**src/rtl/reg_file_mp.sv**
```systemverilog
// Multi-port register file with prioritised writes, optional write-to-read
// bypass and a busy-bit scoreboard for destination-register reservations.

module reg_file_mp_rd_lane #(
  parameter int DATA_W   = 32,
  parameter int ADDR_W   = 5,
  parameter int NUM_WR   = 1,
  parameter int ZERO_REG = 1,
  parameter int BYPASS   = 1
) (
  input  logic [ADDR_W-1:0]        rd_addr,
  input  logic [DATA_W-1:0]        reg_val,
  input  logic                     busy_bit,
  input  logic [NUM_WR-1:0]        wr_en,
  input  logic [NUM_WR*ADDR_W-1:0] wr_addr,
  input  logic [NUM_WR*DATA_W-1:0] wr_data,
  input  logic                     rsv_en,
  input  logic [ADDR_W-1:0]        rsv_addr,
  output logic [DATA_W-1:0]        rd_data,
  output logic                     rd_busy
);
  logic              zero;
  logic              hit;
  logic [DATA_W-1:0] byp;

  always_comb begin
    zero = (ZERO_REG != 0) && (rd_addr == '0);
    hit  = 1'b0;
    byp  = '0;
    // later ports overwrite earlier matches: highest index wins
    for (int j = 0; j < NUM_WR; j++) begin
      if (wr_en[j] && (wr_addr[j*ADDR_W +: ADDR_W] == rd_addr)) begin
        hit = 1'b1;
        byp = wr_data[j*DATA_W +: DATA_W];
      end
    end
    rd_data = reg_val;
    rd_busy = busy_bit;
    if (zero) begin
      rd_data = '0;
      rd_busy = 1'b0;
    end else if ((BYPASS != 0) && hit) begin
      rd_data = byp;
      // a retiring write looks free unless a new producer claims it now
      if (!(rsv_en && (rsv_addr == rd_addr))) rd_busy = 1'b0;
    end
  end
endmodule

module reg_file_mp #(
  parameter int DATA_W   = 32,
  parameter int ADDR_W   = 5,
  parameter int NUM_RD   = 2,
  parameter int NUM_WR   = 1,
  parameter int ZERO_REG = 1,
  parameter int BYPASS   = 1
) (
  input  logic                     clk,
  input  logic                     rst_n,
  input  logic [NUM_RD*ADDR_W-1:0] rd_addr_i,
  output logic [NUM_RD*DATA_W-1:0] rd_data_o,
  output logic [NUM_RD-1:0]        rd_busy_o,
  input  logic [NUM_WR-1:0]        wr_en_i,
  input  logic [NUM_WR*ADDR_W-1:0] wr_addr_i,
  input  logic [NUM_WR*DATA_W-1:0] wr_data_i,
  input  logic                     rsv_en_i,
  input  logic [ADDR_W-1:0]        rsv_addr_i,
  input  logic                     flush_i,
  output logic [ADDR_W:0]          busy_cnt_o
);
  localparam int NREGS = 2**ADDR_W;
  localparam logic [ADDR_W:0] CNT_ONE = 1;

  logic [DATA_W-1:0]              regs [NREGS];
  logic [NREGS-1:0]               busy, busy_nxt;
  logic [ADDR_W:0]                busy_cnt, busy_cnt_nxt;
  logic [NUM_RD-1:0][DATA_W-1:0]  lane_val;
  logic                           rsv_ok;

  assign rsv_ok = rsv_en_i && !((ZERO_REG != 0) && (rsv_addr_i == '0));

  // Release first, then reserve, so a same-cycle reserve wins; flush beats both.
  always_comb begin
    busy_nxt = busy;
    for (int j = 0; j < NUM_WR; j++)
      if (wr_en_i[j]) busy_nxt[wr_addr_i[j*ADDR_W +: ADDR_W]] = 1'b0;
    if (rsv_ok) busy_nxt[rsv_addr_i] = 1'b1;
    if (flush_i) busy_nxt = '0;

    busy_cnt_nxt = busy_cnt;
    for (int i = 0; i < NREGS; i++) begin
      if (busy_nxt[i] && !busy[i])      busy_cnt_nxt = busy_cnt_nxt + CNT_ONE;
      else if (!busy_nxt[i] && busy[i]) busy_cnt_nxt = busy_cnt_nxt - CNT_ONE;
    end
    if (flush_i) busy_cnt_nxt = '0;
  end

  always_ff @(posedge clk) begin
    if (!rst_n) begin
      for (int i = 0; i < NREGS; i++) regs[i] <= '0;
      busy     <= '0;
      busy_cnt <= '0;
    end else begin
      for (int j = 0; j < NUM_WR; j++)
        if (wr_en_i[j] && !((ZERO_REG != 0) && (wr_addr_i[j*ADDR_W +: ADDR_W] == '0)))
          regs[wr_addr_i[j*ADDR_W +: ADDR_W]] <= wr_data_i[j*DATA_W +: DATA_W];
      busy     <= busy_nxt;
      busy_cnt <= busy_cnt_nxt;
    end
  end

  assign busy_cnt_o = busy_cnt;

  for (genvar k = 0; k < NUM_RD; k++) begin : g_rd
    assign lane_val[k] = regs[rd_addr_i[k*ADDR_W +: ADDR_W]];

    reg_file_mp_rd_lane #(
      .DATA_W(DATA_W), .ADDR_W(ADDR_W), .NUM_WR(NUM_WR),
      .ZERO_REG(ZERO_REG), .BYPASS(BYPASS)
    ) u_lane (
      .rd_addr  (rd_addr_i[k*ADDR_W +: ADDR_W]),
      .reg_val  (lane_val[k]),
      .busy_bit (busy[rd_addr_i[k*ADDR_W +: ADDR_W]]),
      .wr_en    (wr_en_i),
      .wr_addr  (wr_addr_i),
      .wr_data  (wr_data_i),
      .rsv_en   (rsv_en_i),
      .rsv_addr (rsv_addr_i),
      .rd_data  (rd_data_o[k*DATA_W +: DATA_W]),
      .rd_busy  (rd_busy_o[k])
    );
  end
endmodule

```
**config.mk**
```make
export PLATFORM = sky130hd
export DESIGN_NAME = reg_file_mp
export DESIGN_NICKNAME = d
export VERILOG_FILES = /design/src/rtl/reg_file_mp.sv
export SDC_FILE = /design/constraint.sdc
export NUM_CORES = 2
export LEC_CHECK = 0
export CAP_MARGIN = 30
export CORE_UTILIZATION = 63
export DETAILED_ROUTE_END_ITERATION = 8
export PLACE_DENSITY = 0.8
export REMOVE_ABC_BUFFERS = 1
export SYNTH_ARGS = -nofsm -noshare
export SYNTH_HDL_FRONTEND = slang
export SYNTH_SLANG_ARGS = --single-unit
```
**constraint.sdc**
```tcl
create_clock -name clk -period 42.3 [get_ports clk]
set_input_delay 8.46 -clock clk [delete_from_list [all_inputs] [get_ports clk]]
set_output_delay 8.46 -clock clk [all_outputs]
set_load 0.01 [all_outputs]
```
==> flow_metrics.py <==
metrics = {
    "run_status": {
        "outcome": "finished with violations",
        "violations": "design-rule violations",
    },
    "grt": {
        "grt_max_degree": 101,
        "grt_pass1_vias": 47800,
        "overflow": 0,
        "grt_pass1_wl_mm": 320,
        "antenna_found_initial": 17,
        "grtUsageTotal": 0.413,
    },
    "setup_path": {
        "worst_ep_arrival_time_ns": 40.60,
        "r2r-end": "busy_cnt_o[5]$_SDFF_PP0_",
        "worstPathMaxFanout": 19,
        "end_kind": "flip-flop",
        "critPathKind": "input port to flip-flop",
        "crit_path_top_delay_cell": "or4b_2",
        "critPathLaunchType": "input port",
        "cpPeakStageDelay_ns": 0.67,
        "rr_startpoint": "busy[0]$_SDFF_PN0_",
        "cp_common_cell": "ha_1",
        "reg2reg_depth": 143,
        "ff2ff_setup_slack_ns": 9.94,
        "required_ns": 42.87,
    },
    "yosys": {
        "synth_top_area_frac": 0.457,
        "synth_enable_flop_cells": 1024,
        "synthTopCellsByArea": "edfxtp_1 46%, mux4_2 19%, and2_1 9.6%",
        "netlist_area_sq_mm": 0.0673,
        "ys_async_sr_fraction": 0,
        "avgSynthCellArea_sq_um": 12.8,
        "synth.distinct_cells": 104,
        "synth.largest_area_cell": "edfxtp_1",
        "synth_ff_type": "edfxtp_1",
        "synth-seq-cells": 1062,
        "yosys_warnings": 0,
        "synth_cells": 5265,
        "seq_area_frac_synth": 0.468,
    },
    "placement": {
        "hpwl_mm": 129,
        "io_buffer_count": 128,
        "gp_congestion": 0.945,
        "post_dp_cell_area_sq_mm": 0.0702,
        "post-place-ws_ns": 1.13,
        "place_inst": 6465,
    },
    "floorplanning": {
        "pin_count": 129,
        "start_util": 0.637,
        "die-area_sq_mm": 0.108,
        "fp.coreArea_sq_mm": 0.106,
        "fp.dieW_microns": 329,
        "die_y_microns": 329,
        "rows": 119,
    },
    "timing": {
        "finalSetupTns_ns": 0,
        "rsz0062_at_grt": "false",
        "hold_viol": 0,
        "layout_setup_ws_ns": 2.27,
        "period_share": 0.946,
        "worst_pin_slew_ns": 1.07,
        "fmax_ghz": 0.0250,
        "setup_violations": 0,
        "slew_headroom": 0.279,
        "min_period_ns": 40.03,
        "slew_violations": 0,
        "clock_skew_ns": 0.00497,
    },
    "flow_run": {
        "maxCapViolations": 0,
    },
    "cells_and_area": {
        "final_area_sq_mm": 0.0738,
        "nets": 5312,
        "areaGrowthSynthToFinish_pct": 9.66,
        "layout-drive-gt1-share": 0.204,
        "instances_no_fill": 6677,
    },
    "route": {
        "wl_per_cell_microns": 33.5,
        "dr.pass1.iters": 9,
        "ant_nets": 0,
        "route.detailed.drc": 16,
        "num_vias": 49500,
        "drt_iter0_drc": 8481,
        "via_per_inst": 7.41,
        "drt_wl_total_mm": 224,
    },
    "clocking": {
        "cts_tree": "built",
        "root_buffer": "clkbuf_16",
        "cts_buffer_depth": 3,
        "path_clk_slew_ns": 0.06,
        "clk_latency_ns": 0.69,
        "cts-htree-levels": 3,
        "hold_buffers": 0,
        "cts_inserted_buffers": 107,
        "cts.sinks": 1062,
    },
    "worst_hold_path": {
        "hold_path_depth": 2,
        "hp-class": "flip-flop to flip-flop",
        "hold_end": "busy[7]$_SDFF_PN0_",
        "hold_path.startpoint": "busy[7]$_SDFF_PN0_",
    },
    "pwr": {
        "leakage_nw": 25.6,
        "powerDensity_mw_per_mm2": 37.9,
        "peakVddDrop_mv": 0.0348,
    },
}
repair_timing:
item | in CTS | in global routing
setup endpoints to repair | 0 | 5
resized for setup | 0 | 10
setup buffers | 0 | 4
registers in the layout, summed over array words and instances, names as in the netlist:
register    count
busy_cnt_o      6
busy           32
regs         1024
synth_stat cells, types with 29 or more instances:
master	n
and2_1	1027
edfxtp_1	1024
mux4_2	565
clkbuf_1	403
nor2_1	247
nand2_1	215
mux2i_1	173
o21ai_0	139
xnor2_1	122
a211oi_1	115
a21oi_1	108
nand3_1	88
buf_1	76
inv_1	67
xor2_1	63
ha_1	62
nor3_1	55
nand2b_1	40
dfxtp_1	38
nor2b_1	36
a31oi_1	34
o22ai_1	34
mux2_2	31
o211ai_1	29
or2_2	29
cell type report:
type | instances | area (sq um)
Clock inverter | 62 | 518
Fill cell | 6993 | 31800
Sequential cell | 1062 | 31500
Tap cell | 1391 | 1740
Inverter | 69 | 264
Multi-Input combinational cell | 3680 | 34400
Antenna cell | 10 | 25.0
Timing Repair Buffer | 273 | 2500
Clock buffer | 130 | 2810
metal layers:
metal,global-route usage,wire (microns),share of wire
met1,0.524,73100,0.33
met2,0.620,99500,0.45
met3,0.136,35500,0.16
met4,0.250,15400,0.069
met5,0,58,0.00026
logic make-up (layout without fill, tap and decap cells):
logic type,Yosys count,count (layout),share of synthesized area
muxes,770,770,0.220
and+or+nand+nor,1899,1899,0.160
xor gates and xnor gates,233,233,0.0383
buffers and inverters,554,534,0.0312
AOI/OAI and AO/OA,682,682,0.0698
adders and majority gates,64,64,0.0118
DFF,1062,1062,0.468
other,1,42,0.0000557
power by group:
group | total (mW) | switching [mW] | internal, mW
Combinational | 0.621 | 0.358 | 0.263
Sequential | 1.24 | 0.0318 | 1.21
Clock | 0.929 | 0.417 | 0.513
Total | 2.79 | 0.807 | 1.99
worst max path at each step:
stage	from	end	slack, ns	cells past startpoint
2_1_floorplan	wr_addr_i[2]	busy_cnt_o[5]$_SDFF_PP0_	5.70	142
3_3_place_gp	wr_en_i	busy_cnt_o[5]$_SDFF_PP0_	1.95	145
4_1_cts	wr_en_i	busy_cnt_o[5]$_SDFF_PP0_	1.74	146
6_report	wr_en_i	busy_cnt_o[5]$_SDFF_PP0_	2.27	145
5_1_grt	wr_en_i	busy_cnt_o[5]$_SDFF_PP0_	0.00004	145
3_5_place_dp	wr_en_i	busy_cnt_o[5]$_SDFF_PP0_	1.13	146
worst max-delay path: cells and delay by family:
family / cells / cell delay [ns]
xor gates and xnor gates: 2 / 0.46
muxes: 2 / 0.47
and+or+nand+nor: 44 / 9.21
buffers and inverters: 14 / 1.96
adders and majority gates: 30 / 9.70
AOI/OAI and AO/OA: 53 / 10.24
cells in the final DEF, fill, tap and decap left out, types with 35 or more instances in the layout:
cell / n
ha_1: 62
edfxtp_1: 1024
clkdlybuf4s50_1: 110
clkbuf_16: 110
mux2i_1: 173
dfxtp_1: 38
xnor2_1: 122
inv_1: 66
and2_1: 1028
xor2_1: 63
a211oi_1: 115
nor2_1: 215
mux4_2: 565
nand2b_1: 40
nand3_1: 83
o21ai_0: 112
nand2_1: 210
nor3_1: 54
nor2b_1: 35
buf_4: 139
a21oi_1: 108
through the flow:
stage	hold slack (ns)	power (mW)	utilization
6_report	0.569	2.79	0.699
5_1_grt	0.594	2.87	0.699
4_1_cts	0.558	2.77	0.697
3_5_place_dp	0.545	1.86	0.665
3_3_place_gp	0.542	1.84	0.665
2_1_floorplan	0.499	1.64	-
Note: power is estimated with default switching activity, not from simulation.
